==> src/rtl/mdu_pkg.sv <==
// Shared encodings for the multiply/divide unit: op codes, FSM states, default width.
package mdu_pkg;

    localparam int MDU_WIDTH = 32;

    // op[1] selects divide, op[0] selects signed
    localparam logic [1:0] MDU_MULTU = 2'b00;
    localparam logic [1:0] MDU_MULT  = 2'b01;
    localparam logic [1:0] MDU_DIVU  = 2'b10;
    localparam logic [1:0] MDU_DIV   = 2'b11;

    localparam logic [1:0] IDLE = 2'b00;
    localparam logic [1:0] RUN  = 2'b01;
    localparam logic [1:0] FIX  = 2'b10;

endpackage

==> src/rtl/mult_div_unit_div_step.sv <==
// One restoring-division iteration: shift in the next dividend bit, trial-subtract the divisor.
// Purely combinational; no handshake.
import mdu_pkg::*;

module div_step #(
    parameter int WIDTH = MDU_WIDTH
) (
    input  logic [WIDTH-1:0] remIn,
    input  logic [WIDTH-1:0] divisor,
    input  logic             nextBit,
    output logic [WIDTH-1:0] remOut,
    output logic             qBit
);

    logic [WIDTH:0] shifted;
    logic [WIDTH:0] trial;

    // remIn < divisor keeps shifted below 2*divisor, so trial's top bit is a clean borrow flag
    always_comb begin
        shifted = {remIn, nextBit};
        trial   = shifted - {1'b0, divisor};
        qBit    = ~trial[WIDTH];
        remOut  = qBit ? trial[WIDTH-1:0] : shifted[WIDTH-1:0];
    end

endmodule

==> src/rtl/mult_div_unit.sv <==
// Iterative HI/LO multiply/divide unit (shift-add multiply, restoring divide) with MTHI/MTLO writes.
// Latency WIDTH+1 edges from accepted start to done; start and HI/LO writes are ignored while busy.
import mdu_pkg::*;

module mult_div_unit #(
    parameter int WIDTH = MDU_WIDTH
) (
    input  logic             clock_in,
    input  logic             rst,
    input  logic             start,
    input  logic [1:0]       op,
    input  logic [WIDTH-1:0] operandA,
    input  logic [WIDTH-1:0] operandB,
    input  logic             hi_we,
    input  logic             lo_we,
    input  logic [WIDTH-1:0] writeData,
    output logic             busy,
    output logic             done,
    output logic             div_by_zero,
    output logic [WIDTH-1:0] hi,
    output logic [WIDTH-1:0] lo
);

    localparam int CW = $clog2(WIDTH + 1);
    localparam logic [CW-1:0] CNT_LOAD = CW'(WIDTH);
    localparam logic [CW-1:0] CNT_ONE  = CW'(1);

    logic [1:0]         state;
    logic [CW-1:0]      counter;
    logic               isDiv;
    logic               negProd;
    logic               negRem;
    logic               divZero;
    logic [WIDTH-1:0]   origA;
    // multiplicand for multiply, divisor for divide
    logic [WIDTH-1:0]   opnd;
    // multiply: {partial product, remaining multiplier}; divide: {remainder, dividend/quotient}
    logic [2*WIDTH-1:0] acc;

    logic               aNeg;
    logic               bNeg;
    logic [WIDTH-1:0]   absA;
    logic [WIDTH-1:0]   absB;
    logic [WIDTH:0]     mulSum;
    logic [2*WIDTH-1:0] mulNext;
    logic [WIDTH-1:0]   remNext;
    logic               qBit;
    logic [2*WIDTH-1:0] divNext;
    logic [2*WIDTH-1:0] prodFix;
    logic [WIDTH-1:0]   quotFix;
    logic [WIDTH-1:0]   remFix;

    div_step #(.WIDTH(WIDTH)) u_divStep (
        .remIn   (acc[2*WIDTH-1:WIDTH]),
        .divisor (opnd),
        .nextBit (acc[WIDTH-1]),
        .remOut  (remNext),
        .qBit    (qBit)
    );

    always_comb begin
        aNeg    = op[0] & operandA[WIDTH-1];
        bNeg    = op[0] & operandB[WIDTH-1];
        absA    = aNeg ? -operandA : operandA;
        absB    = bNeg ? -operandB : operandB;

        mulSum  = {1'b0, acc[2*WIDTH-1:WIDTH]} + (acc[0] ? {1'b0, opnd} : {(WIDTH+1){1'b0}});
        mulNext = {mulSum, acc[WIDTH-1:1]};
        divNext = {remNext, acc[WIDTH-2:0], qBit};

        prodFix = negProd ? -acc : acc;
        quotFix = negProd ? -acc[WIDTH-1:0] : acc[WIDTH-1:0];
        remFix  = negRem ? -acc[2*WIDTH-1:WIDTH] : acc[2*WIDTH-1:WIDTH];
    end

    assign busy = (state != IDLE);

    always_ff @(posedge clock_in) begin
        if (rst) begin
            state       <= IDLE;
            counter     <= '0;
            isDiv       <= 1'b0;
            negProd     <= 1'b0;
            negRem      <= 1'b0;
            divZero     <= 1'b0;
            origA       <= '0;
            opnd        <= '0;
            acc         <= '0;
            done        <= 1'b0;
            div_by_zero <= 1'b0;
            hi          <= '0;
            lo          <= '0;
        end else begin
            done <= 1'b0;
            case (state)
                IDLE: begin
                    if (hi_we) hi <= writeData;
                    if (lo_we) lo <= writeData;
                    if (start) begin
                        isDiv       <= op[1];
                        negProd     <= aNeg ^ bNeg;
                        negRem      <= aNeg;
                        divZero     <= op[1] & (operandB == '0);
                        origA       <= operandA;
                        opnd        <= op[1] ? absB : absA;
                        acc         <= {{WIDTH{1'b0}}, op[1] ? absA : absB};
                        counter     <= CNT_LOAD;
                        div_by_zero <= 1'b0;
                        state       <= RUN;
                    end
                end
                RUN: begin
                    acc     <= isDiv ? divNext : mulNext;
                    counter <= counter - CNT_ONE;
                    if (counter == CNT_ONE) state <= FIX;
                end
                FIX: begin
                    if (!isDiv) begin
                        hi <= prodFix[2*WIDTH-1:WIDTH];
                        lo <= prodFix[WIDTH-1:0];
                    end else if (divZero) begin
                        hi <= origA;
                        lo <= '1;
                    end else begin
                        hi <= remFix;
                        lo <= quotFix;
                    end
                    div_by_zero <= divZero;
                    done        <= 1'b1;
                    state       <= IDLE;
                end
                default: state <= IDLE;
            endcase
        end
    end

endmodule
==> config.mk <==
export PLATFORM = sky130hd
export DESIGN_NAME = mult_div_unit
export DESIGN_NICKNAME = d
export VERILOG_FILES = /design/src/rtl/mdu_pkg.sv /design/src/rtl/mult_div_unit_div_step.sv /design/src/rtl/mult_div_unit.sv
export SDC_FILE = /design/constraint.sdc
export NUM_CORES = 1
export LEC_CHECK = 0
export ABC_CLOCK_PERIOD_IN_PS = 5100
export CAP_MARGIN = 10
export CELL_PAD_IN_SITES_DETAIL_PLACEMENT = 1
export CELL_PAD_IN_SITES_GLOBAL_PLACEMENT = 1
export CORE_AREA = 2 2 222 224
export CTS_CLUSTER_DIAMETER = 120
export CTS_CLUSTER_SIZE = 40
export DETAILED_ROUTE_END_ITERATION = 10
export DIE_AREA = 0 0 224 226
export GPL_TIMING_DRIVEN = 0
export PLACE_DENSITY = 0.67
export SLEW_MARGIN = 20
export SYNTH_ARGS = -nofsm -noshare
export SYNTH_HDL_FRONTEND = slang
export SYNTH_SLANG_ARGS = --single-unit
==> constraint.sdc <==
create_clock -name clock_in -period 5.1 [get_ports clock_in]
set_clock_uncertainty 0.15 [all_clocks]
set_input_delay 0.765 -clock clock_in [delete_from_list [all_inputs] [get_ports clock_in]]
set_output_delay 0.765 -clock clock_in [all_outputs]
set_load 0.005 [all_outputs]
# After elaboration in Yosys (flattened, before gate mapping)
# Cells that the tools add are included.
# word_totals
reg_bits	206
output_inout_bits	67
wordCells	72
inputBits	103
# classes
mux	28
n_bitwise	5
addsub	8
reduce_logical	11
eq_ne	7
# op_table
cell	n
$mux W32	14
$mux W64	3
$neg A32 Y32	4
$pmux W32 S2	2
$pmux W64 S2	1
$neg A64 Y64	1
$add A32 B32 Y33	1
$sub A33 B32 Y33	1
$logic_not A32 Y1	1
$pmux W6 S2	1
$reduce_and A2 Y1	6
$ne A2 B2 Y1 const B	4
$eq A6 B1 Y1 const B	1
$mux W6	1
$reduce_bool A2 Y1	3
$sub A6 B1 Y6 const B	1
$mux W2	2
$pmux W2 S2	1
$and A1 B1 Y1	3
$eq A2 B1 Y1 const B	1
$eq A2 B2 Y1 const B	1
$logic_not A2 Y1	1
$mux W1	2
$pmux W1 S2	1
other kinds (2)	2

# Longest topological paths before layout
# Gate-level depths: netlist of the first run.
# logic_depth
ltp_word	5
mapped_depth	15
ltp_nobuf	13

# Hierarchy
# Synthesis of the first run repeated with hierarchy kept, for this count alone.
# unflattened
cells_unflattened	2295
area_unflattened_um2	17215.3
# by_module_without_submodules
mod	cells_per_inst	area_each_um2	seq_area_each_um2	instances
mult_div_unit	1990	14856.7	4124.0	1
div_step	305	2358.5	0.0	1

# Least setup slack after synthesis of the first run
# OpenSTA, ideal clock, no wires.
# synth_timing
kind	register to register
from	register acc[32]
to	register acc[35]
arrival_ns	3.270
setup_ns	0.130
path_slack_ns	1.550
path_buffers	3
synth_period_minus_slack_ns	3.550
stages_incl_launch_ff	14
t_required_ns	4.820
path_cell_list	dfxtp_1 > clkbuf_1 > inv_1 > fa_1 > nand2b_1 > a21o_1 > a21oi_1 > o2111a_1 > nor2_1 > a211oi_1 > clkbuf_1 > buf_2 > mux2i_1 > o21ai_0
# synth_between
elab_chain_cells	4
elab_cells_between_ends	5
cone_classes	2 x add/sub; 3 x mux
# synth_rtl
element	line	text
from (decl)	mult_div_unit.sv:38	logic [2*WIDTH-1:0] acc;
from (signal assigned)	mult_div_unit.sv:106	acc <= {{WIDTH{1'b0}}, op[1] ? absA : absB};
from (signal assigned)	mult_div_unit.sv:113	acc <= isDiv ? divNext : mulNext;
$sub A33 B32 Y33	mult_div_unit_div_step.sv:21	trial = shifted - {1'b0, divisor};
$mux W32	mult_div_unit_div_step.sv:23	remOut = qBit ? trial[WIDTH-1:0] : shifted[WIDTH-1:0];
$mux W64 *	mult_div_unit.sv:113	
$pmux W64 S2 *	mult_div_unit.sv:95	case (state)
# Mark *: on every way between the ends. The rest lies on a longest branch, timed or not.
# A chain may end at the register's enable or synchronous reset.

# Final worst setup path of the first run
# layout_timing
from	register acc[31]
to	register acc[41]
# layout_between
elab_chain_cells	4
# layout_rtl
element	line
$sub A33 B32 Y33	mult_div_unit_div_step.sv:21
$mux W32	mult_div_unit_div_step.sv:23
$mux W64	mult_div_unit.sv:113
$pmux W64 S2	mult_div_unit.sv:95
# Every way passes these cells.

==> results.md, run 1 <==
- Outcome: completed
- Synth top area share: 0.2475
- Drt pass-1 iters: 6
- RSZ-0062 raised after global routing: yes
- Post-synthesis async set-or-reset flop share: 0
- CTS clk-pin slew, worst paths: 0.15 ns
- Leakage: 0.006977 uW
- Vias in the first global route: 19,390
- Clk_lat worst skew: 0.56 ns
- Critical path launch point type: flop
- Hold Startpoint: opnd[13]$_SDFFE_PP0P_
- Reg2Reg Depth: 12
- R2R Setup Slk: 0.26 ns
- Total track usage: 0.3383
- Total number of vias: 19,310
- Post-synth top flop: dfxtp_1
- Pwr/cell area: 256.8 nW/um^2
- Critical path class: flop to flop
- Final hold slack: 0.3070 ns
- Final Routed Wirelength: 88,040 um
- Io pins: 170
- Max-cap violations: 0
- Post-route minimum period: 4.835 ns
- Peak supply drop: 182.6 uV
- Final #Nets: 2,651
- CP Capture Type: flop
- Clock sinks: 206
- WP data required: 5.39 ns
- Reg-to-reg startpoint: acc[31]$_SDFFE_PP0P_
- Measured slew at the worst slew-check pin: 1.207 ns
- CP Data Arrival Time: 5.12 ns
- Post-DP HPWL: 71,410 um
- Post-synth EDFFs: 0
- Layout cell share with drive strength beyond 1: 0.03143
- # DRC: 0
- Cell variety after synth: 83
- Initial Utilization: 0.3447
- CTS Buf Count: 12
- Die Wd: 224 um
- Placed cell area: 19,140 sq um
- Setup Buffers After CTS: 0
- Setup Viol. Count Final: 0
- FP Rows: 81
- Netlist Area Pre-Place: 16,660 sq um
- Number of routed nets with antenna violations: 0
- Hold WC Path Type: flop to flop
- Antenna cell count: 0
- Cell taking the most area after synthesis: dfxtp_1
- GR Overflow Total: 0
- Max stage delay on crit path: 0.85 ns
- Main area contributors after synthesis: dfxtp_1 (25%), a21oi_1 (7.1%), nand2_1 (6.7%), ha_1 (5.3%), nor2_1 (5.1%)
- Crit-path cells: inv_1, ha_1, fa_1, nand2b_1, a21o_1, a21oi_1, o2111a_1, nor2_1, a211oi_2, clkbuf_1, a31oi_1, o21ai_0
- Sequential share of the synthesized area: 0.2475
- Synth Instances: 2,293
- Hold Crit Depth: 2
- Max FO, Critical Path: 10
- GP Congestion: 0.9548
- Vias per inst: 6.220
- Core box area: 48,340 sq um
- Clock tree from TritonCTS: done
- Post-Syn Nets: 2,468
- Synthesis-stage register bit count: 206
- DRT iter0 DRCs: 1,615
- Final Cycle Share: 0.9481
- Die area: 50,620 sq um
- Max Freq: 206.8 MHz
- Slew Viols, Final: 0
- Worst-path cell with the longest stage delay: clkbuf_1
- Post-route setup TNS: 0 ns
- Number of port buffers: 168
- Layout Cells excl Fill: 3,104
- Yosys Warn Count: 0
- DR WL/cell: 28.36 um
- DP Cell Count: 3,084
- Initial antenna violation count: 2
- Root Driver: clkbuf_16
- Count of final hold-check violations: 0
- Post-route cell area: 19,580 sq um
- Critical Path Source: acc[31]$_SDFFE_PP0P_
- First-pass GRT wire length: 127,500 um
- Area grow syn2layout: 17.49%
- H-tree Lvls: 1
- Syn avg cell area: 7.267 sq um
- Max Root-Sink Buffers: 3
- Largest net degree at the start of global routing: 39
- Max_slew headroom: 0.1955
- Chip height: 226 um
repair_timing:
action	CTS	global route
cloned	0	0
gates resized for setup	1	6
hold endpoints to repair	0	0
hold buffers	0	0
setup endpoints to repair	10	24
layer usage:
layer | part of all wire | GRT usage | up-vias | routed length (um)
met1 | 0.44 | 0.4510 | 9702 | 38390
met2 | 0.45 | 0.5496 | 740 | 39840
met3 | 0.073 | 0.05386 | 157 | 6441
met5 | 0.00028 | 0 | - | 25
li1 | - | - | 8704 | -
met4 | 0.038 | 0.1256 | 4 | 3343
through the flow:
stage | setup slack, ns | power [uW] | utilization
2_1_floorplan | 1.550 | 2976 | -
3_3_place_gp | -0.03134 | 3730 | 0.3956
3_5_place_dp | -0.02769 | 3766 | 0.3959
4_1_cts | 0.07323 | 4967 | 0.4046
5_1_grt | -0.04945 | 5208 | 0.4050
6_report | 0.2648 | 5028 | 0.4050
critical path, delay by kind of cell, from the launching register on:
| kind | cells | cell delay [ns] |
|---|---|---|
| compound gates | 6 | 2.03 |
| buf+inv | 2 | 0.94 |
| fa+ha+maj | 2 | 0.65 |
| flops | 1 | 0.61 |
| simple gates | 2 | 0.30 |
kinds of logic (layout without fill, tap and decap cells):
kind of cell | count (synthesis) | count (layout) | share of synthesized area
AO/OA/AOI/OAI | 747 | 747 | 0.2907
XOR/XNOR | 179 | 179 | 0.09408
flip-flops | 206 | 206 | 0.2475
buffers and inverters | 236 | 425 | 0.05661
adder cells (fa/ha/maj) | 72 | 72 | 0.05496
multiplexers | 58 | 58 | 0.03552
AND/OR/NAND/NOR | 795 | 795 | 0.2206
worst paths after layout:
path | end
worst max-delay path | acc[41]$_SDFFE_PP0P_
worst min-delay path | opnd[13]$_SDFFE_PP0P_
worst max register to register | acc[41]$_SDFFE_PP0P_
worst min register to register | opnd[13]$_SDFFE_PP0P_
cell usage after synthesis (all sizes together) (14+ instances only):
cell    instances
a211oi         71
a21o           20
a21oi         237
a221o          15
a221oi         15
a22oi          17
a311oi         15
a31oi          24
and2           18
and3           14
buf            16
clkbuf        163
dfxtp         206
ha             70
inv            55
mux2i          49
nand2         299
nand2b         22
nand3          37
nand4          14
nor2          227
nor2b          19
nor3           54
nor4           24
o211ai         42
o21ai         138
o221ai         38
o31ai          34
o41ai          14
or3            21
or4            18
xnor2          86
xor2           93
where the power goes:
part           internal [uW]  switching, uW  leakage (uW)  total (uW)
Clock                    514            713      0.000203        1230
Sequential              1730            128       0.00169        1860
Combinational            700           1240       0.00508        1940
Total                   2950           2080       0.00698        5030
cell type report:
| class | instances | area [sq um] |
|---|---|---|
| Buffer | 180 | 735.7 |
| Sequential cell | 206 | 4124 |
| Clock buffer | 14 | 339.1 |
| Inverter | 56 | 210.2 |
| Clock inverter | 6 | 82.58 |
| Timing Repair Buffer | 169 | 1689 |
| Tap cell | 622 | 778.2 |
| Fill cell | 6101 | 28770 |
| Multi-Input combinational cell | 1851 | 11620 |
registers in the layout (all words and copies together) (netlist names):
register,cells
acc,64
counter,6
divZero,1
div_by_zero,1
done,1
hi,32
isDiv,1
lo,32
negProd,1
negRem,1
opnd,32
origA,32
state,2
cell usage in the layout (no fill, tap or decap), types with 15 or more instances in the layout:
master,instances
nand2b_1,22
nor4_1,19
o211ai_1,42
nor2_1,227
nand3_1,36
ha_1,70
xnor2_1,86
xor2_1,93
dfxtp_1,206
o31ai_1,34
o221ai_1,38
a22oi_1,17
a221o_1,15
or4_1,16
a211oi_1,69
clkbuf_1,158
o21ai_0,135
a21oi_1,237
a221oi_1,15
and2_1,17
a31oi_1,24
mux2i_1,49
a21o_1,20
nand2_1,299
inv_1,55
nor3_1,53
a311oi_1,15
nor2b_1,19
clkdlybuf4s50_1,168
Note: power is estimated with default switching activity, not from simulation.
==> run 2: changes to the inputs <==
--- a/config.mk
+++ b/config.mk
@@ -5,7 +5,7 @@
 export SDC_FILE = /design/constraint.sdc
 export NUM_CORES = 1
 export LEC_CHECK = 0
-export ABC_CLOCK_PERIOD_IN_PS = 5100
+export ABC_CLOCK_PERIOD_IN_PS = 6100
 export CAP_MARGIN = 10
 export CELL_PAD_IN_SITES_DETAIL_PLACEMENT = 1
 export CELL_PAD_IN_SITES_GLOBAL_PLACEMENT = 1
==> constraint.sdc (replaced) <==
create_clock -name clock_in -period 6.1 [get_ports clock_in]
set_clock_uncertainty 0.15 [all_clocks]
set_input_delay 0.915 -clock clock_in [delete_from_list [all_inputs] [get_ports clock_in]]
set_output_delay 0.915 -clock clock_in [all_outputs]
set_load 0.02 [all_outputs]
==> run 2 against run 1 <==
Sequential power down 17%. Clock-buffer cell count unchanged. Flip-flop and latch count unchanged. Cell count unchanged. Clock power fell by 17%. Largest power group unchanged. Worst hold slack about the same. Maximum frequency decreased by 8.1%. Via count about the same. Worst setup slack improved by 0.58 ns. Non-clock buffer count did not move.
==> results.md, run 2 (synthesized netlist as in run 1, its figures left out) <==
- CTS Buf Count: 12
- PostCTS Resize Cnt: 0
- First-pass GRT wire length: 127,500 um
- Root Driver: clkbuf_16
- Max FO, Critical Path: 10
- # DRC: 0
- Clk_lat worst skew: 0.56 ns
- Leakage: 0.006969 uW
- Largest net degree at the start of global routing: 39
- Setup Buffers After CTS: 0
- FP Rows: 81
- H-tree Lvls: 1
- Total number of vias: 19,300
- Pre-CTS WS: 0.9723 ns
- Clock sinks: 206
- Largest Register: acc
- Post-DP HPWL: 71,410 um
- Total track usage: 0.3383
- Delay-heaviest family, CP: compound AO/OA/AOI/OAI gates
- Vias per inst: 6.217
- Die Wd: 224 um
- Crit path buffers/inverters: 4
- Final #Nets: 2,651
- Clock tree from TritonCTS: done
- CTS clk-pin slew, worst paths: 0.11 ns
- Commonest non-fill, non-tap cell in the layout: nand2_1
- Final Util: 0.4047
- Layout cell share with drive strength beyond 1: 0.02981
- Count of final hold-check violations: 0
- DR WL/cell: 28.37 um
- Max Root-Sink Buffers: 3
- Initial Utilization: 0.3447
- Slew Viols, Final: 0
- Final hold slack: 0.3071 ns
- Max stage delay on crit path: 0.71 ns
- Final WS setup: 0.8414 ns
- GP Congestion: 0.9548
- Post-route minimum period: 5.259 ns
- Measured slew at the worst slew-check pin: 1.257 ns
- Antenna cell count: 0
- Pwr/cell area: 216.6 nW/um^2
- WP data required: 6.32 ns
- Cell mode on critical path: clkbuf_1
- Final Cycle Share: 0.8621
- Crit-path cells: clkbuf_1, inv_1, fa_1, nand2b_1, a21o_1, a21oi_1, o2111a_1, nor2_1, a211oi_1, clkbuf_1, buf_2, mux2i_1, o21ai_0
- Max reg flops: 64
- Critical path launch point type: flop
- Max Freq: 190.2 MHz
- Chip height: 226 um
- Area grow syn2layout: 17.41%
- Max_slew headroom: 0.1621
- Worst-path cell with the longest stage delay: clkbuf_1
- Outcome: completed
- CP Data Arrival Time: 5.48 ns
- Drt pass-1 iters: 5
- # hold bufs at CTS: 0
- Setup Viol. Count Final: 0
- Core box area: 48,340 sq um
- Critical path class: flop to flop
- Final Routed Wirelength: 88,050 um
- Die area: 50,620 sq um
- Post-route setup TNS: 0 ns
- Overall power: 4237 uW
- Peak supply drop: 152.4 uV
- CP Capture Type: flop
- Initial antenna violation count: 2
- Number of routed nets with antenna violations: 0
- Commonest non-fill, non-tap cells in the layout: nand2_1 (299), a21oi_1 (237), nor2_1 (227)
- RSZ-0062 raised after global routing: no
- Hold WC Path Type: flop to flop
- Number of port buffers: 168
- Max-cap violations: 0
- Vias in the first global route: 19,390
- GR Overflow Total: 0
- Io pins: 170
- DRT iter0 DRCs: 1,630
-- run 2: path summary, 6_finish.rpt --
kind                         startpoint                     to  slack [ns]  cells after the start
setup / recovery   acc[32]$_SDFFE_PP0P_   acc[52]$_SDFFE_PP0P_        0.84                     13
hold reg to reg   opnd[13]$_SDFFE_PP0P_  opnd[13]$_SDFFE_PP0P_        0.31                      2
setup reg to reg   acc[32]$_SDFFE_PP0P_   acc[52]$_SDFFE_PP0P_        0.84                     13
hold / removal    opnd[13]$_SDFFE_PP0P_  opnd[13]$_SDFFE_PP0P_        0.31                      2
-- run 2: worst min-delay path, cell delays in order, from the launching register on --
cell and delay [ns]:
dfxtp_1 0.32, nand2_1 0.05, a21oi_1 0.05
-- run 2: final cells by class --
class / count / area (sq um)
clock buffers: 14 / 339.1
inverters: 56 / 210.2
plain buffers: 180 / 733.2
well taps: 622 / 778.2
flip-flops and latches: 206 / 4124
fillers: 6100 / 28780
multi-input cells: 1851 / 11610
clock inverters: 6 / 82.58
repair buffers: 169 / 1689
-- run 2: layer usage --
| layer | global-route usage | share of wire |
|---|---|---|
| met1 | 0.4510 | 0.43 |
| met5 | 0 | 0.00028 |
| met2 | 0.5496 | 0.45 |
| met4 | 0.1256 | 0.039 |
| met3 | 0.05386 | 0.075 |
-- run 2: report_power, final --
part           total, uW  switching (uW)  internal (uW)
clock network       1020             595            430
registers           1550             107           1450
logic               1660            1070            584
total               4240            1780           2460
-- run 2: through the flow --
step,cell area (sq um),instances
global placement,19120,3083
floorplan,16660,2293
finish,19570,3104
global route,19570,3104
CTS,19560,3104
detailed placement,19140,3084
==> run 3: changes to the inputs <==
--- a/config.mk
+++ b/config.mk
@@ -9,14 +9,15 @@
 export CAP_MARGIN = 10
 export CELL_PAD_IN_SITES_DETAIL_PLACEMENT = 1
 export CELL_PAD_IN_SITES_GLOBAL_PLACEMENT = 1
-export CORE_AREA = 2 2 222 224
+export CORE_AREA = 2 2 213 215
 export CTS_CLUSTER_DIAMETER = 120
 export CTS_CLUSTER_SIZE = 40
 export DETAILED_ROUTE_END_ITERATION = 10
-export DIE_AREA = 0 0 224 226
+export DIE_AREA = 0 0 215 217
 export GPL_TIMING_DRIVEN = 0
-export PLACE_DENSITY = 0.67
+export PLACE_DENSITY = 0.72
 export SLEW_MARGIN = 20
 export SYNTH_ARGS = -nofsm -noshare
 export SYNTH_HDL_FRONTEND = slang
 export SYNTH_SLANG_ARGS = --single-unit
+export TNS_END_PERCENT = 20
==> run 3 against run 2 <==
Critical path depth did not move. Global-route usage rose by 2.2 points. Maximum frequency rose by 0.63%. Critical path type unchanged. Highest routed layer unchanged.
==> results.md, run 3 (synthesized netlist as in run 1, its figures left out) <==
- DRT iter0 DRCs: 1,882
- Layout cell share with drive strength beyond 1: 0.02981
- PostCTS Resize Cnt: 0
- H-tree Lvls: 1
- Switching share of total power: 0.4112
- Max_slew headroom: 0.2438
- Post-route minimum period: 5.226 ns
- Clock sinks: 206
- Die Wd: 215 um
- RSZ-0062 raised after global routing: no
- Int Pwr: 2533 uW
- CTS Buf Count: 12
- # DRC: 0
- Number of routed nets with antenna violations: 0
- Slew Viols, Final: 0
- Chip height: 217 um
- Peak supply drop: 142.1 uV
- CP Data Arrival Time: 5.44 ns
- Die area: 46,660 sq um
- CP Capture Type: flop
- Clk_lat worst skew: 0.56 ns
- Count of final hold-check violations: 0
- Max-cap violations: 0
- Total track usage: 0.3605
- GP Congestion: 0.9521
- Hold WC Path Type: flop to flop
- # hold bufs at CTS: 0
- Max Freq: 191.4 MHz
- Total number of vias: 19,310
- Gate power share: 0.383
- Critical path launch point type: flop
- Final Cycle Share: 0.8567
- Switching power: 1769 uW
- Max Root-Sink Buffers: 3
- Commonest non-fill, non-tap cells in the layout: nand2_1 (299), a21oi_1 (237), nor2_1 (227)
- Measured slew at the worst slew-check pin: 1.134 ns
- Overall power: 4302 uW
- Pwr/cell area: 219.7 nW/um^2
- Setup Buffers After CTS: 0
- Post-route setup TNS: 0 ns
- Multi-input logic area: 11,610 sq um
- GR Overflow Total: 0
- Number of fill cells in the layout: 5,709
- Critical path class: flop to flop
- DP Cell Count: 3,062
- Clock tree from TritonCTS: done
- Outcome: completed
- FP Rows: 78
- Layout Cells excl Fill: 3,082
- Register area: 4124 sq um
- Area grow syn2layout: 17.51%
- CTS clk-pin slew, worst paths: 0.11 ns
- Leakage: 0.006989 uW
- Antenna cell count: 0
- Post-DP HPWL: 70,180 um
- Core box area: 44,700 sq um
- Final Routed Wirelength: 86,740 um
- Commonest non-fill, non-tap cell in the layout: nand2_1
- Largest Register: acc
- Root Driver: clkbuf_16
- Flop pwr share: 0.361
- Vias per inst: 6.265
- Number of port buffers: 168
- First-pass GRT wire length: 126,400 um
- Clock power share: 0.256
- Io pins: 170
- Initial antenna violation count: 3
- Max FO, Critical Path: 10
- WP data required: 6.32 ns
- Drt pass-1 iters: 7
- Placed cell area: 19,110 sq um
- Initial Utilization: 0.3728
- DR WL/cell: 28.14 um
- Final #Nets: 2,651
- Max reg flops: 64
- Final hold slack: 0.3087 ns
- Vias in the first global route: 19,480
- Setup Viol. Count Final: 0
- Largest net degree at the start of global routing: 39
- Post-route cell area: 19,580 sq um
==> run 3: routing by layer <==
metal,vias up,part of all wire,GRT usage
li1,8679,-,-
met1,9538,0.42,0.4613
met2,873,0.45,0.5894
met3,215,0.083,0.06806
met4,4,0.049,0.1600
met5,-,0.0016,0.01979
==> run 3: cell type report <==
type	count	share of cell area
inverter	56	0.01073
clock inverter	7	0.007284
clock buffer	13	0.01661
multi-input combinational	1851	0.5928
sequential	206	0.2106
buffer	180	0.03744
tap	600	0.03834
timing repair buffer	169	0.08613
==> run 3: final timing paths <==
| kind | startpoint | endpoint | slack, ns | cells past startpoint |
|---|---|---|---|---|
| worst max register to register | acc[32]$_SDFFE_PP0P_ | acc[37]$_SDFFE_PP0P_ | 0.87 | 13 |
| worst max-delay path | acc[32]$_SDFFE_PP0P_ | acc[37]$_SDFFE_PP0P_ | 0.87 | 13 |
| worst min-delay path | opnd[5]$_SDFFE_PP0P_ | opnd[5]$_SDFFE_PP0P_ | 0.31 | 2 |
| worst min register to register | opnd[5]$_SDFFE_PP0P_ | opnd[5]$_SDFFE_PP0P_ | 0.31 | 2 |
==> run 3: stage by stage <==
stage          worst slack [ns]  utilization
6_report                 0.8743       0.4381
2_1_floorplan             2.550            -
3_5_place_dp              1.025       0.4275
3_3_place_gp              1.088       0.4272
4_1_cts                  0.9528       0.4379
5_1_grt                  0.6669       0.4381
==> run 3: worst max-delay path: stages (launching register included) <==
cell      delay [ns]
dfxtp_1         0.39
clkbuf_1        0.36
inv_1           0.21
fa_1            0.47
nand2b_1        0.20
a21o_1          0.20
a21oi_1         0.42
o2111a_1        0.37
nor2_1          0.06
a211oi_1        0.67
clkbuf_1        0.71
buf_2           0.49
mux2i_1         0.28
o21ai_0         0.10
==> run 3: power groups by stage <==
| stage | registers, uW | logic (uW) | clock network, uW |
|---|---|---|---|
| global route | 1560 | 1760 | 1140 |
| detailed placement | 1580 | 1590 | 0 |
| global placement | 1580 | 1570 | 0 |
| floorplan | 1570 | 952 | 0 |
| CTS | 1550 | 1600 | 1100 |
| finish | 1550 | 1650 | 1100 |
==> edit 1, RTL diff (settings of run 3) <==
Change the package constant `MDU_WIDTH` from 32 to 16.
--- a/src/rtl/mdu_pkg.sv
+++ b/src/rtl/mdu_pkg.sv
@@ -3,3 +3,3 @@
 
-    localparam int MDU_WIDTH = 32;
+    localparam int MDU_WIDTH = 16;
 
Interface: changed (5 resized); port bits go from 170 to 90. No check against the original RTL was run, so the function may have changed too.
==> edit 1 against run 3 <==
Area after synthesis is 49% lower; cell area decreased by 47%; wire length fell by 58%; via count fell by 52%; sequential cell count down 97; total power down 48%; setup slack better by 1.3 ns; critical path type unchanged; global-route usage down 21 points.
==> edit 1: results (changes against run 3) <==
placement:
  io_buffers: 86  # was 168
  hpwl_mm: 29.7  # was 70.2 mm
  place_area_sq_mm: 0.0101  # was 0.0191 sq mm
  post-place-ws_ns: 2.09  # was 1.03 ns
  gp_congestion: 0.911  # was 0.952
  post-place-cells: 1848  # was 3062
routing:
  wl_mm: 36.7  # was 86.7 mm
  wl_per_cell_um: 19.7  # was 28.1 um
  vias: 9298  # was 19300
  first_pass_iters: 8  # was 7
  drtIter0Drc: 740  # was 1882
synthesis:
  synth.distinct_cells: 76  # was 83
  synth_nets: 1257  # was 2468
  netlist_top_cells_area: "dfxtp_1, a21oi_1, nand2_1"  # unchanged
  synth_commonest_cells: "nand2_1, nor2_1, a21oi_1"  # was nand2_1, a21oi_1, nor2_1
  synthCells: 1162  # was 2293
  ys_seq_area_share_pct: 25.6  # was 24.7%
global_route:
  grt_max_degree: 23  # was 39
  grtUsageTotal_pct: 15.5  # was 36.1%
  grt_pass1_wl_mm: 56.3  # was 126 mm
  antenna_found_initial: 0  # was 3
  grt_pass1_vias: 9531  # was 19500
sta:
  hold_ws_ns: 0.312  # was 0.309 ns
  worst_slack_ns: 2.17  # was 0.874 ns
  relSlewSlack_pct: 41.1  # was 24.4%
critical_path:
  worst-path-max-fanout: 10  # unchanged
  reg2reg_slack_ns: 2.17  # was 0.87 ns
  arrival_ns: 4.06  # was 5.44 ns
finish:
  nets: 1354  # was 2651
  area_growth_pct: 22.6  # was 17.5%
  layout-drive-gt1-share_pct: 3.64  # was 2.98%
  largest_reg_flops: 32  # was 64
  fillers: 5553  # was 5709
power_and_ir_drop:
  leakagePower_nw: 3.67  # was 6.99 nW
  p_int_mw: 1.36  # was 2.53 mW
  ir_drop_mv: 0.150  # was 0.142 mV
status:
  status: "complete, no violations"  # unchanged
clock_network:
  numCtsBuffers: 9  # was 12
  cts_max_path_buffers: 2  # was 3
  clk_pin_slew_ns: 0.09  # was 0.11 ns
  htree_num_levels: 3  # was 1
  clock_latency_ns: 0.37  # was 0.56 ns
edit 1: changes by cell type after synthesis, sizes merged, moves of 18 or more:
cell	before	now
dfxtp	206	109
nand2	299	134
clkbuf	163	71
o211ai	42	16
nor3	54	32
ha	70	38
o21ai	138	56
a21oi	237	123
a211oi	71	30
nor2	227	131
xnor2	86	56
o221ai	38	18
nand3	37	19
xor2	93	21
edit 1: layout make-up:
type,instances,share of cell area (%)
Timing Repair Buffer,86,8.24
Clock buffer,9,2.16
Multi-Input combinational cell,924,55.9
Inverter,41,1.47
Buffer,88,3.29
Sequential cell,109,20.9
Clock inverter,7,0.826
Tap cell,600,7.19
edit 1: power groups by stage:
| stage | Clock (mW) | Sequential [mW] | Combinational, mW |
|---|---|---|---|
| CTS | 0.639 | 0.816 | 0.794 |
| global placement | 0 | 0.830 | 0.771 |
| floorplan | 0 | 0.830 | 0.494 |
| detailed placement | 0 | 0.833 | 0.790 |
| finish | 0.636 | 0.818 | 0.802 |
| global route | 0.664 | 0.824 | 0.876 |
edit 1: logic make-up (layout without fill, tap and decap cells):
family / count (synthesis) / in the layout / share of synthesized area (%)
muxes: 42 / 42 / 4.96
xor gates and xnor gates: 77 / 77 / 8.00
DFF: 109 / 109 / 25.6
buffers and inverters: 129 / 231 / 5.84
adders and majority gates: 40 / 40 / 6.05
and+or+nand+nor: 402 / 402 / 21.7
AOI/OAI and AO/OA: 363 / 363 / 27.8
edit 1: metal layers:
| metal | wire length, um | track usage [%] | vias up |
|---|---|---|---|
| met5 | 0 | 0 | - |
| met4 | 1140 | 5.43 | 0 |
| met3 | 2030 | 2.54 | 50 |
| met2 | 17000 | 25.9 | 281 |
| met1 | 16500 | 20.1 | 4586 |
| li1 | - | - | 4381 |
edit 1: final timing paths:
kind | startpoint | end | depth (start not counted)
setup / recovery | acc[15]$_SDFFE_PP0P_ | acc[27]$_SDFFE_PP0P_ | 11
hold / removal | lo[0]$_SDFFE_PP0P_ | lo[0]$_SDFFE_PP0P_ | 2
setup reg to reg | acc[15]$_SDFFE_PP0P_ | acc[27]$_SDFFE_PP0P_ | 11
hold reg to reg | lo[0]$_SDFFE_PP0P_ | lo[0]$_SDFFE_PP0P_ | 2
edit 1: worst max-delay path, stage by stage, from the launching register on:
cell	delay (ns)
dfxtp_1	0.54
inv_1	0.08
ha_1	0.22
fa_1	0.42
nor2b_1	0.17
o31ai_1	0.15
a2111oi_2	0.53
o21ai_1	0.22
xnor2_2	0.52
buf_2	0.42
a21oi_1	0.17
o211a_1	0.23
==> edit 2, RTL diff (settings of run 3) <==
Without the edit above. Reset style: asynchronous (`rst`), changed in one clocked block.
--- a/src/rtl/mult_div_unit.sv
+++ b/src/rtl/mult_div_unit.sv
@@ -77,3 +77,3 @@
 
-    always_ff @(posedge clock_in) begin
+    always_ff @(posedge clock_in or posedge rst) begin
         if (rst) begin
Formal check against the unedited RTL: differs if rst is asserted again (counterexample within 4 cycles, from zero or initial values and one cycle with rst high); with rst held inactive, the same outputs for 4 cycles.
==> edit 2 against run 3 <==
Wire length is 4.6% lower; cell area is 1.9% higher; setup slack worse by 0.14 ns; area after synthesis is 1.9% higher; sequential cell count stayed put.
Power is not compared: it rests on default switching activity, and its combinational part moved more than twofold at a synthesized area within 25%.
==> edit 2: results (changes against run 3) <==
status:
  status: "complete, no violations"  # unchanged
finish:
  final.clkbuf_count: 12  # was 13
  nets: 2565  # was 2651
  clkCellAreaFrac_pct: 1.94  # was 2.39%
  antenna_cells: 0  # unchanged
  fillers: 5575  # was 5709
  multiInputGateArea_sq_mm: 0.0109  # was 0.0116 sq mm
  inverters: 73  # was 56
  layout-drive-gt1-share_pct: 2.63  # was 2.98%
  nMultiInputCombCells: 1764  # was 1851
  buffers_excl_clock: 334  # was 349
  bufAreaShareNonClock_pct: 12.2  # was 12.4%
  ff_latch_area_sq_mm: 0.00515  # was 0.00412 sq mm
clock_network:
  cts_resized: 0  # unchanged
  clk_pin_slew_ns: 0.13  # was 0.11 ns
  clock_latency_ns: 0.52  # was 0.56 ns
  numCtsBuffers: 11  # was 12
  htree_num_levels: 1  # unchanged
critical_path:
  reg2reg_slack_ns: 0.73  # was 0.87 ns
  timing.rr.start: "acc[32]$_DFFE_PP0P_"  # was acc[32]$_SDFFE_PP0P_
  rr_worst_depth: 14  # was 13
  cp_slowest_stage_delay_ns: 0.68  # was 0.71 ns
  r2r_end: "acc[39]$_DFFE_PP0P_"  # was acc[37]$_SDFFE_PP0P_
  cpMaxStageDelayCell: "buf_1"  # was clkbuf_1
  worst-path-max-fanout: 10  # unchanged
  arrival_ns: 5.65  # was 5.44 ns
  critical-path-top-delay-family: "compound AO/OA/AOI/OAI gates"  # was buffers and inverters
synthesis:
  ys_seq_area_share_pct: 30.4  # was 24.7%
  synth_commonest_cells: "nand2_1, o21ai_0, dfrtp_1"  # was nand2_1, a21oi_1, nor2_1
  synth.distinct_cells: 78  # was 83
  synth-seq-cells: 206  # unchanged
  netlist_top_cells_area: "dfrtp_1, o21ai_0, nand2_1"  # was dfxtp_1, a21oi_1, nand2_1
  async_flop_share_pct: 100  # was 0%
  synth_nets: 2378  # was 2468
placement:
  gp_congestion: 0.970  # was 0.952
  io_buffers: 167  # was 168
  place_area_sq_mm: 0.0196  # was 0.0191 sq mm
  hpwl_mm: 67.6  # was 70.2 mm
sta:
  worst_slew_pin_slew_ns: 1.12  # was 1.13 ns
power_and_ir_drop:
  ir_drop_mv: 0.217
global_route:
  antenna_found_initial: 1  # was 3
  grt_pass1_wl_mm: 123  # was 126 mm
  grt_pass1_vias: 18700  # was 19500
  grtUsageTotal_pct: 34.9  # was 36.1%
routing:
  wl_mm: 82.8  # was 86.7 mm
  drtIter0Drc: 1642  # was 1882
  vias: 18500  # was 19300
  first_pass_iters: 5  # was 7
hold_path:
  holdPathEnd: "lo[13]$_DFFE_PP0P_"  # was opnd[5]$_SDFFE_PP0P_
  min_path_type: "reg -> reg"  # unchanged
  min_path_cells: 2  # unchanged
  hp-start: "lo[13]$_DFFE_PP0P_"  # was opnd[5]$_SDFFE_PP0P_
-- edit 2: changes by cell type in the layout (fill, tap and decap cells not counted), sizes merged, moves of 32 or more --
cell,run 3,this run
dfrtp,0,206
dfxtp,206,0
o21ai,138,233
a21oi,237,177
nor2,227,173
o22ai,4,50
xor2,93,61
-- edit 2: worst max-delay path by stage --
stage,endpoint,slack (ns),from
after floorplan,acc[0]$_DFFE_PP0P_,2.36,rst
after global placement,counter[4]$_DFFE_PP0P_,0.49,rst
after detailed placement,acc[40]$_DFFE_PP0P_,0.88,acc[32]$_DFFE_PP0P_
after CTS,acc[40]$_DFFE_PP0P_,0.88,acc[32]$_DFFE_PP0P_
after global routing,acc[39]$_DFFE_PP0P_,0.40,acc[32]$_DFFE_PP0P_
final,acc[39]$_DFFE_PP0P_,0.73,acc[32]$_DFFE_PP0P_
-- edit 2: cells by family after synthesis --
logic type / share of synthesized area (%)
AND/OR/NAND/NOR: 19.1
AO/OA/AOI/OAI: 27.6
flip-flops: 30.4
buffers and inverters: 5.22
XOR/XNOR: 8.67
adder cells (fa/ha/maj): 5.39
multiplexers: 3.68
-- edit 2: per-stage QoR --
step | hold slack, ns | cells | power [mW] | utilization [%] | setup slack (ns)
2_1_floorplan | 0.290 | 2203 | 7.94 | - | 2.36
3_3_place_gp | 0.316 | 2970 | 10.9 | 43.4 | 0.490
3_5_place_dp | 0.323 | 2977 | 11.1 | 43.7 | 0.879
4_1_cts | 0.350 | 2994 | 12.1 | 44.6 | 0.882
5_1_grt | 0.375 | 2994 | 13.0 | 44.6 | 0.398
6_report | 0.348 | 2994 | 12.3 | 44.6 | 0.733
-- edit 2: metal layers --
metal,track usage (%),wire length (um)
met1,48.4,37000
met2,56.4,37400
met3,4.89,5580
met4,11.1,2810
met5,0,11
